<file path="src/rtl/read_flash_state_control.sv">
// read_flash_state_control
//   Page-read sequencer for the NAND flash controller. On a read request it
//   walks read_pages consecutive pages. For each page it checks the block
//   status and skips bad blocks, then issues the page read and waits for the
//   low-level engine to finish. It then checks ECC and retries uncorrectable
//   pages up to MAX_RETRY extra times before aborting the request.
//
// Ports
//   clk, rst             clock, asynchronous active-low reset
//   en_read              request level, sampled only in IDLE
//   read_pages           page count, latched when the request is accepted
//   state                low-level engine state (LL_READ_DONE = page transfer complete)
//   read_addr_row_error  block status: 1 good, 2 bad, 0/3 pending
//   ecc_status           page ECC: 1 ok, 2 uncorrectable, 0/3 pending
//   read_state           current sequencer state code
//   rd_req/addr_inc/blk_skip  single-cycle pulses to the address/command path
//   pages_done           pages read successfully in this request
//   end_read, read_fail  completion handshake, held until en_read drops
module read_flash_state_control #(
    parameter int LL_READ_DONE = 3,
    parameter int MAX_RETRY    = 2,
    parameter int PAGE_CNT_W   = 8
) (
    input  logic                  clk,
    input  logic                  rst,
    input  logic                  en_read,
    input  logic [PAGE_CNT_W-1:0] read_pages,
    input  logic [4:0]            state,
    input  logic [1:0]            read_addr_row_error,
    input  logic [1:0]            ecc_status,
    output logic [3:0]            read_state,
    output logic                  rd_req,
    output logic                  addr_inc,
    output logic                  blk_skip,
    output logic [PAGE_CNT_W-1:0] pages_done,
    output logic                  end_read,
    output logic                  read_fail
);

    localparam int RW = (MAX_RETRY < 1) ? 1 : $clog2(MAX_RETRY + 1);

    typedef enum logic [3:0] {
        S_POWERUP = 4'd0,
        S_IDLE    = 4'd1,
        S_START   = 4'd2,
        S_CHK_BAD = 4'd3,
        S_ISSUE   = 4'd4,
        S_SKIP    = 4'd5,
        S_CHK_ECC = 4'd6,
        S_PAGE_OK = 4'd7,
        S_RETRY   = 4'd8,
        S_FAIL    = 4'd9,
        S_DONE    = 4'd10,
        S_RELEASE = 4'd11
    } state_t;

    state_t                state_q, nxt;
    logic                  wait_q;      // CHK_BAD has spent its settling cycle
    logic [PAGE_CNT_W-1:0] rp_q;        // latched page count
    logic [RW-1:0]         retry_q;

    assign read_state = state_q;

    always_comb begin
        nxt = state_q;
        case (state_q)
            S_POWERUP: nxt = S_IDLE;
            S_IDLE:    if (en_read) nxt = S_START;
            S_START:   nxt = (rp_q == '0) ? S_DONE : S_CHK_BAD;
            // The row address settles one cycle after entry, so the block
            // status is only trusted from the second cycle on.
            S_CHK_BAD: begin
                if (wait_q) begin
                    if (read_addr_row_error == 2'd1)      nxt = S_ISSUE;
                    else if (read_addr_row_error == 2'd2) nxt = S_SKIP;
                end
            end
            S_ISSUE:   if (state == 5'(LL_READ_DONE)) nxt = S_CHK_ECC;
            S_SKIP:    nxt = S_START;
            S_CHK_ECC: begin
                if (ecc_status == 2'd1)
                    nxt = S_PAGE_OK;
                else if (ecc_status == 2'd2)
                    nxt = (retry_q < RW'(MAX_RETRY)) ? S_RETRY : S_FAIL;
            end
            // pages_done already holds this page's count here.
            S_PAGE_OK: nxt = (pages_done == rp_q) ? S_DONE : S_START;
            S_RETRY:   nxt = S_ISSUE;
            S_FAIL:    nxt = S_DONE;
            S_DONE:    nxt = S_RELEASE;
            S_RELEASE: if (!en_read) nxt = S_IDLE;
            default:   nxt = S_POWERUP;
        endcase
    end

    always_ff @(posedge clk or negedge rst) begin
        if (!rst) begin
            state_q    <= S_POWERUP;
            wait_q     <= 1'b0;
            rp_q       <= '0;
            retry_q    <= '0;
            pages_done <= '0;
            rd_req     <= 1'b0;
            addr_inc   <= 1'b0;
            blk_skip   <= 1'b0;
            end_read   <= 1'b0;
            read_fail  <= 1'b0;
        end else begin
            state_q  <= nxt;
            // Pulses decode the state being entered so they line up with it.
            rd_req   <= (nxt == S_ISSUE) && (state_q != S_ISSUE);
            addr_inc <= (nxt == S_PAGE_OK);
            blk_skip <= (nxt == S_SKIP);
            wait_q   <= (state_q == S_CHK_BAD) && (nxt == S_CHK_BAD);

            if (state_q == S_IDLE && en_read) begin
                rp_q       <= read_pages;
                pages_done <= '0;
                retry_q    <= '0;
                read_fail  <= 1'b0;
            end
            if (nxt == S_PAGE_OK)
                pages_done <= pages_done + 1'b1;
            if (state_q == S_PAGE_OK)
                retry_q <= '0;
            if (state_q == S_RETRY)
                retry_q <= retry_q + 1'b1;
            if (state_q == S_FAIL)
                read_fail <= 1'b1;
            if (state_q == S_DONE)
                end_read <= 1'b1;
            if (state_q == S_RELEASE && !en_read)
                end_read <= 1'b0;
        end
    end

endmodule

</file>
<file path="config.mk">
export PLATFORM = sky130hd
export DESIGN_NAME = read_flash_state_control
export DESIGN_NICKNAME = d
export VERILOG_FILES = /design/src/rtl/read_flash_state_control.sv
export SDC_FILE = /design/constraint.sdc
export NUM_CORES = 1
export LEC_CHECK = 0
export ABC_AREA = 1
export CAP_MARGIN = 20
export CORE_UTILIZATION = 50
export DETAILED_ROUTE_END_ITERATION = 7
export PLACE_DENSITY = 0.8
export SETUP_SLACK_MARGIN = 0.1
export SYNTH_ARGS = -nofsm -noshare
export SYNTH_HDL_FRONTEND = slang
export SYNTH_SLANG_ARGS = --single-unit
</file>
<file path="constraint.sdc">
create_clock -name clk -period 2 [get_ports clk]
set_input_delay 0.2 -clock clk [delete_from_list [all_inputs] [get_ports clk]]
set_output_delay 0.2 -clock clk [all_outputs]
set_load 0.01 [all_outputs]
</file>
==> qor.txt <==
outcome - finished clean
port buffer count - 36
syn avg cell area - 7.50 sq um
ys flop type - dfrtp_1
final net count - 278
hold crit path type - in2async
leakage power - 0.00109 uW
Syn-to-layout area delta - 28.3%
WP data arrival - 1920 ps
cell taking the most area after synthesis - dfrtp_1
total track usage - 21.6%
H-Tree Depth - 1
ANT cells - 0
DRT iter0 DRCs - 64
critical path launch point type - flop
synth warn - 0
Initial Util - 53.1%
CTS Buffer Depth - 2
first drt pass iteration count - 4
Place WS - 166 ps
per-cell routed wire length - 11.6 um
leading cell types in the layout, fill and taps excluded - nand2_1 (62), clkdlybuf4s50_1 (36), inv_1 (28), dfrtp_1 (28), nor2_1 (24)
period utilization - 85.0%
DIE HEIGHT - 58.9 um
clk_lat worst skew - 310 ps
total CTS buffers - 3
final setup margin - 299 ps
Netlist Area Pre-Place - 1620 sq um
cells after synthesis - 216
Req. time, crit path - 2220 ps
Root Driver - clkbuf_4
DRC viols - 0
Worst Path Max Fanout - 8
max-cap violations - 0
Overall Power - 2580 uW
FP Rows - 20
# fillers - 295
I/O pins - 37
top-area cell type share of the netlist area - 43.2%
synthesized flop and latch total - 28
Die ar. - 3470 sq um
GP Congestion - 0.894
share of layout cells above drive strength 1 - 9.02%
RSZ-0062 raised after global routing - false
fin crit period - 1700 ps
critical path class - reg2reg
Worst Skew - 4.87 ps
Max VDD drop - 0.000702 V
Post-synth ARST share - 100%
Syn Nets - 237
slowest CP cell - dfrtp_1
vias in the first global route - 1341
final global-route overflow total - 0
Final Hold Fails - 0
nature of the critical path endpoint - flop
sum of negative setup slack - 0 ps
CP Cell Sequence - inv_1, nand2_1, inv_1, nand2_1, nand2_1, a21oi_1, nand2_1, buf_4, nand4_1, nand2_1
Worst path most repeated cell - nand2_1
Buf/Inv on CP - 3
largest net degree at the start of global routing - 29
synth top area cells - dfrtp_1 (43%), nand2_1 (14%), inv_1 (6.5%)
clock sink count - 28
Pwr Density - 1240 nW/um^2
DRT Wirelength - 3.48 mm
register area share after synthesis - 43.2%
CTS tree - yes
most common cell after layout, fill and taps aside - nand2_1
Layout Utilization - 68.1%
Setup violations, final - 0
FMAX - 588 MHz
worst slew pin tran - 338 ps
Worst-path clk slew - 140 ps
Horiz. Die Dim - 58.9 um
Yosys cell types - 29
core area - 3050 sq um
Detailed Place HPWL - 2.57 mm
vias per std cell - 4.99
Slew Viols, Final - 0
initial antenna violation count - 0
first-pass GRT wire length - 5.76 mm
via count - 1493
Max-Slew Margin vs Limit - 77.5%
top cell family by delay on the critical path - simple AND/OR/NAND/NOR gates
Crit path largest cell delay - 450 ps
Antenna Nets Post-Route - 0
Post-synth EDFFs - 0
worst paths after layout:
path	start	endpoint	slack, ps	cells after the start
min	rst	rp_q[4]	240	2
min in group clk	read_pages[7]	rp_q[7]	400	3
min reg2reg	retry_q[1]	retry_q[1]	500	1
max	read_state[2]	pages_done[5]	300	10
max reg2reg	read_state[2]	pages_done[5]	300	10
max in group asynchronous	rst	read_state[0]	1510	2
cells by family (layout without fill, tap and decap cells):
logic type,after synthesis,count (layout),share of synthesized area (%)
DFF,28,28,43.2
buffers and inverters,34,73,9.11
xor gates and xnor gates,9,9,4.87
and+or+nand+nor,130,130,36.2
AOI/OAI and AO/OA,14,14,5.79
adders and majority gates,1,1,0.772
flip-flops by register name (all words and copies together) (netlist names):
signal / count
retry_q: 2
read_fail: 1
end_read: 1
read_state: 4
blk_skip: 1
pages_done: 8
rd_req: 1
rp_q: 8
wait_q: 1
addr_inc: 1
power by group:
group | internal (uW) | total (uW) | switching [uW]
registers | 730 | 904 | 174
clock network | 70.4 | 220 | 149
logic | 609 | 1460 | 848
cells in the mapped netlist, types with 3 or more instances:
| cell type | number |
|---|---|
| nand2_1 | 62 |
| dfrtp_1 | 28 |
| inv_1 | 28 |
| nor2_1 | 25 |
| nand3_1 | 17 |
| nand4_1 | 10 |
| xor2_1 | 9 |
| nand2_2 | 4 |
| nor2_2 | 4 |
| o21ai_0 | 4 |
| nor3_1 | 3 |
layout make-up:
| cell class | instances | area [sq um] | share of cell area, % |
|---|---|---|---|
| multi-input cells | 154 | 782 | 37.6 |
| flip-flops and latches | 28 | 701 | 33.7 |
| repair buffers | 41 | 410 | 19.7 |
| inverters | 29 | 109 | 5.23 |
| well taps | 44 | 55.1 | 2.65 |
| clock buffers | 3 | 22.5 | 1.08 |
metrics by stage:
step	cells	hold WS, ps	area [sq um]
4_1_cts	297	243	2040
6_report	299	237	2080
3_3_place_gp	294	446	2020
2_1_floorplan	216	-95.6	1620
5_1_grt	299	260	2080
3_5_place_dp	294	482	2020
layer usage:
| layer | global-route usage, % | vias up | wire length, um |
|---|---|---|---|
| met5 | 0 | - | 0 |
| met3 | 3.08 | 4 | 176 |
| met1 | 29.0 | 677 | 1590 |
| met4 | 6.46 | 0 | 37 |
| met2 | 36.2 | 45 | 1670 |
| li1 | - | 767 | - |
what timing repair did:
action | CTS | global route
setup buffers | 0 | 2
endpoints found under the hold margin | 0 | 0
gates resized for setup | 0 | 2
endpoints found under the setup margin | 0 | 8
hold buffers | 0 | 0
No activity file was read; power rests on OpenSTA's default activity.
